File: src/rtl/rr_mux_ctrl_if.sv
// Handshake and data bundle between the round-robin mux controller, its two
// request channels, the external 2:1 data mux and the downstream consumer.
interface rr_mux_ctrl_if #(
    parameter int DATA_W = 8
);
    logic              req_0;
    logic              req_1;
    logic              ack_0;
    logic              ack_1;
    logic              sel;
    logic [DATA_W-1:0] mux_out;
    logic [DATA_W-1:0] dout;
    logic              dout_valid;
    logic              dout_ready;
    logic              dout_src;

    // The controller sits on the slave side; the environment (requesters, mux,
    // consumer) drives the master side.
    modport slave (
        input  req_0, req_1, mux_out, dout_ready,
        output ack_0, ack_1, sel, dout, dout_valid, dout_src
    );

    modport master (
        output req_0, req_1, mux_out, dout_ready,
        input  ack_0, ack_1, sel, dout, dout_valid, dout_src
    );
endinterface

File: src/rtl/rr_mux_ctrl.sv
// Round-robin arbiter driving a 2:1 mux select, plus a one-entry output register.
// Optional macro RR_BURST_EN lets a channel keep up to MAX_BURST consecutive grants.
module rr_mux_ctrl #(
    parameter int DATA_W    = 8,
    parameter int MAX_BURST = 4
) (
    input  logic           clk,
    input  logic           reset,
    rr_mux_ctrl_if.slave   bus
);
    typedef enum logic {EMPTY = 1'b0, FULL = 1'b1} state_t;

    state_t            state;
    logic              last_grant;
    logic              winner;
    logic              load_ok;
    logic              ack_0;
    logic              ack_1;
    logic              xfer;
    logic [DATA_W-1:0] dout_q;
    logic              src_q;

    if (MAX_BURST < 1 || MAX_BURST > 15) begin : g_bad_max_burst
        $error("rr_mux_ctrl: MAX_BURST must be in 1..15");
    end

`ifdef RR_BURST_EN
    localparam logic [3:0] BURST_LIMIT = 4'(MAX_BURST);
    logic [3:0] burst_cnt;
    logic       stay;

    // A zero count means no burst is in progress yet, so contention alternates.
    assign stay = (burst_cnt != 4'd0) && (burst_cnt < BURST_LIMIT);
`endif

    // NOTE: the default assignment first keeps this combinational block latch-free.
    always_comb begin
        winner = 1'b0;
        if (bus.req_0 && bus.req_1) begin
`ifdef RR_BURST_EN
            winner = stay ? last_grant : ~last_grant;
`else
            winner = ~last_grant;
`endif
        end else if (bus.req_1) begin
            winner = 1'b1;
        end
    end

    // A slot opens when empty, or when the held beat drains this same cycle.
    assign load_ok = (state == EMPTY) || bus.dout_ready;
    assign ack_0   = load_ok & bus.req_0 & ~winner;
    assign ack_1   = load_ok & bus.req_1 &  winner;
    assign xfer    = ack_0 | ack_1;

    assign bus.ack_0      = ack_0;
    assign bus.ack_1      = ack_1;
    assign bus.sel        = winner;
    assign bus.dout       = dout_q;
    assign bus.dout_src   = src_q;
    assign bus.dout_valid = (state == FULL);

    // NOTE: state updates use non-blocking assignments so every register samples
    // the pre-edge values; the data register is reset too so dout reads 0 after reset.
    always_ff @(posedge clk or posedge reset) begin
        if (reset) begin
            state      <= EMPTY;
            dout_q     <= '0;
            src_q      <= 1'b0;
            last_grant <= 1'b1;
`ifdef RR_BURST_EN
            burst_cnt  <= 4'd0;
`endif
        end else begin
            if (xfer) begin
                state      <= FULL;
                dout_q     <= bus.mux_out;
                src_q      <= winner;
                last_grant <= winner;
            end else if (state == FULL && bus.dout_ready) begin
                state <= EMPTY;
            end
`ifdef RR_BURST_EN
            if (xfer) begin
                if (winner != last_grant || burst_cnt == 4'd0) begin
                    burst_cnt <= 4'd1;
                end else if (burst_cnt < BURST_LIMIT) begin
                    burst_cnt <= burst_cnt + 4'd1;
                end
            end
`endif
        end
    end
endmodule
File: src/flat_wrapper.sv
// flat-port wrapper written by rule: the top's interface ports become plain ports
module rr_mux_ctrl_flat 
#(
    parameter int DATA_W    = 8,
    parameter int MAX_BURST = 4
)
  (clk, reset, bus_req_0, bus_req_1, bus_mux_out, bus_dout_ready, bus_ack_0, bus_ack_1, bus_sel, bus_dout, bus_dout_valid, bus_dout_src);
  rr_mux_ctrl_if #(.DATA_W(DATA_W)) bus_i ();
  input  logic clk;
  input  logic reset;
  input wire logic [$bits(bus_i.req_0)-1:0] bus_req_0;
  input wire logic [$bits(bus_i.req_1)-1:0] bus_req_1;
  input wire logic [$bits(bus_i.mux_out)-1:0] bus_mux_out;
  input wire logic [$bits(bus_i.dout_ready)-1:0] bus_dout_ready;
  output wire logic [$bits(bus_i.ack_0)-1:0] bus_ack_0;
  output wire logic [$bits(bus_i.ack_1)-1:0] bus_ack_1;
  output wire logic [$bits(bus_i.sel)-1:0] bus_sel;
  output wire logic [$bits(bus_i.dout)-1:0] bus_dout;
  output wire logic [$bits(bus_i.dout_valid)-1:0] bus_dout_valid;
  output wire logic [$bits(bus_i.dout_src)-1:0] bus_dout_src;
  assign bus_i.req_0 = bus_req_0;
  assign bus_i.req_1 = bus_req_1;
  assign bus_i.mux_out = bus_mux_out;
  assign bus_i.dout_ready = bus_dout_ready;
  assign bus_ack_0 = bus_i.ack_0;
  assign bus_ack_1 = bus_i.ack_1;
  assign bus_sel = bus_i.sel;
  assign bus_dout = bus_i.dout;
  assign bus_dout_valid = bus_i.dout_valid;
  assign bus_dout_src = bus_i.dout_src;
  rr_mux_ctrl #(.DATA_W(DATA_W), .MAX_BURST(MAX_BURST)) u_core (.clk(clk), .reset(reset), .bus(bus_i));
endmodule
File: config.mk
export PLATFORM = sky130hd
export DESIGN_NAME = rr_mux_ctrl_flat
export DESIGN_NICKNAME = d
export VERILOG_FILES = /design/src/rtl/rr_mux_ctrl_if.sv /design/src/rtl/rr_mux_ctrl.sv /design/src/flat_wrapper.sv
export SDC_FILE = /design/constraint.sdc
export NUM_CORES = 1
export LEC_CHECK = 0
export CORE_MARGIN = 3
export CORE_UTILIZATION = 37
export DETAILED_ROUTE_END_ITERATION = 12
export PLACE_DENSITY = 0.81
export SYNTH_ARGS = -nofsm -noshare
export SYNTH_HDL_FRONTEND = slang
export SYNTH_SLANG_ARGS = --single-unit
File: constraint.sdc
create_clock -name clk -period 1.3 [get_ports clk]
set_input_delay 0.13 -clock clk [delete_from_list [all_inputs] [get_ports clk]]
set_output_delay 0.13 -clock clk [all_outputs]
set_load 0.02 [all_outputs]
==> metrics.yaml <==
floorplanning:
  dieHeight_um: 42.7
  initial_core_util_pct: 42.0
  die_w_um: 42.7
  io_pins: 26
  core_sq_um: 1190
  dieArea_sq_um: 1820
  rows: 12
synthesis:
  ys_ff_latch: 11
  yosys_warnings: 0
  synth_top_area_share_pct: 50.3
  syn-num-nets: 47
  synth_cells: 34
  post_synth.cell_area_avg_sq_um: 14.6
  netlist_area_sq_um: 498
  seq_area_frac_synth_pct: 55.5
  yosys.area.top_type: "dfrtp_1"
  netlist-cell-type-count: 15
  yosys-top-cells-area: "dfrtp_1 (50%), mux2_4 (24%), dfstp_2 (5.3%)"
layout:
  multiInputGateArea_sq_um: 209
  fin_util_pct: 70.7
  area_delta_synth_final_pct: 68.3
  n_fill_cell: 94
  seq_area_sq_um: 277
  instances_no_fill: 84
  final_common_cell: "clkdlybuf4s50_1"
  mostFrequentLayoutCells: "clkdlybuf4s50_1 (12), dlygate4sd2_1 (10), dfrtp_1 (10)"
  diodes: 0
  post_route_cells_drive_above_1_share_pct: 40.0
  nNetsFinal: 84
  fin_area_sq_um: 838
placement:
  gp_congestion: 0.751
  portBuffers: 25
  place_area_sq_um: 812
  dp_hpwl_um: 841
  dp_cells: 78
  place_ws_ns: -0.381
route:
  vias: 388
  drtIter0Drc: 1
  antenna_left: 0
  first_pass_iters: 2
  via_per_inst: 4.62
  drt_wl_total_mm: 1.09
  wl_per_cell_um: 13.0
  drc: 0
grt:
  grt.overflow.total: 0
  grt_pass1_vias: 420
  grt_pass1_wl_mm: 1.87
  grt_max_degree: 12
  antenna_found_initial: 0
  grt_usage_pct: 13.8
timing:
  slew_headroom_pct: 72.4
  finalClockSkew_ns: 0.00172
  min_period_ns: 1.30
  slew_violations: 0
  fmax_mhz: 769
  final.period_utilization_pct: 100
  finalSetupViolCount: 2
  holdWs_ns: 0.165
  finalWorstSetupSlack_ns: -0.000734
  hold_viol: 0
  rsz0062_at_grt: "true"
  worst_pin_slew_ns: 0.413
setup_path:
  crit_fanout: 8
  crit_path_start_kind: "register"
  reg2reg_to: "u_core.bus.dout[0]$_DFFE_PP0P_"
  worstSetupPathType: "register to register"
  cp_data_arrival_time_ns: 1.45
  required_ns: 1.44
  ff2ff_path_depth: 5
  r2r_slack_ns: -0.0007
  rr_startpoint: "u_core.bus.dout_valid$_DFFE_PP0P_"
  endpoint_kind: "register"
clocking:
  cts_buffers: 3
  tritoncts: "built"
  cts_max_level: 1
  clk_pin_slew_ns: 0.07
  holdBufCountCts: 0
  clock_path_buffers: 2
  insertion_delay_ns: 0.26
  clkSinkCount: 11
  clock-root-buffer: "clkbuf_4"
flow_run:
  maxCapViolations: 0
status:
  status: "finished, violations left"
  violations: "setup timing"
min_path:
  hold_path.class: "input pin to asynchronous set/reset pin"
power:
  ir_worst_vdd_uv: 1100
  p_per_area_nw_per_um2: 1160
  leakage_nw: 0.414
## Yosys cell counts (all sizes together)
master	n
dfstp	1
mux2	8
nor2b	2
o2bb2ai	1
nor2	2
dfrtp	10
a21oi	1
nand2	3
a22oi	1
inv	2
nand2b	1
and2	1
buf	1
## critical path, cell delays in order (launching register included)
cell and delay (ns):
dfrtp_1 0.41, nand2b_4 0.10, buf_6 0.09, nor2b_4 0.14, buf_12 0.14, mux2_4 0.29
## registers in the layout, indices dropped and copies added, names as in the netlist
register	cells
u_core.bus.dout_valid	1
u_core.bus.dout	8
u_core.bus.dout_src	1
u_core.last_grant	1
## stage by stage
step                      setup TNS [ns]  total power, mW
after CTS                        -0.0693            0.975
after global routing              -0.446             1.02
after floorplan                        0            0.603
after detailed placement           -2.93            0.780
final                          -0.000821            0.969
after global placement             -2.77            0.774
## power breakdown
group | total (mW) | switching (mW) | internal (mW)
Sequential | 0.423 | 0.0267 | 0.396
Clock | 0.221 | 0.103 | 0.118
Combinational | 0.325 | 0.145 | 0.180
Total | 0.969 | 0.275 | 0.695
## logic make-up after synthesis
family                 after synthesis  share of synthesized area, %
AO/OA/AOI/OAI                        3                          4.27
flip-flops                          11                          55.5
AND/OR/NAND/NOR                      9                          12.3
multiplexers                         8                          24.1
buffers and inverters                3                          3.77
## cell type report
type | count | area share [%]
timing repair buffer | 33 | 36.0
sequential | 11 | 33.0
multi-input combinational | 20 | 24.9
clock buffer | 4 | 3.13
tap | 14 | 2.09
inverter | 2 | 0.896
## timing repair
item,CTS,global route
gates cloned,0,0
pin swaps,0,0
setup endpoints to repair,21,9
buffers inserted,1,1
resized for setup,25,1
## metal layers
metal / share of wire [%] / vias to the layer above / GRT usage (%)
met5: 0 / - / 0
met2: 51 / 15 / 22.8
met3: 6.2 / 2 / 5.51
met4: 1.3 / 0 / 3.73
li1: - / 186 / -
met1: 41 / 185 / 16.5
## how the worst max path moves through the flow
stage                                       from                             end  cells past startpoint
6_report       u_core.bus.dout_valid$_DFFE_PP0P_  u_core.bus.dout[0]$_DFFE_PP0P_                      5
5_1_grt        u_core.bus.dout_valid$_DFFE_PP0P_  u_core.bus.dout[2]$_DFFE_PP0P_                      5
4_1_cts        u_core.bus.dout_valid$_DFFE_PP0P_  u_core.bus.dout[4]$_DFFE_PP0P_                      5
3_5_place_dp                      bus_dout_ready                       bus_ack_0                      5
3_3_place_gp                      bus_dout_ready                       bus_ack_0                      5
2_1_floorplan  u_core.bus.dout_valid$_DFFE_PP0P_  u_core.bus.dout[0]$_DFFE_PP0P_                      4
(Power assumes the default switching activity.)
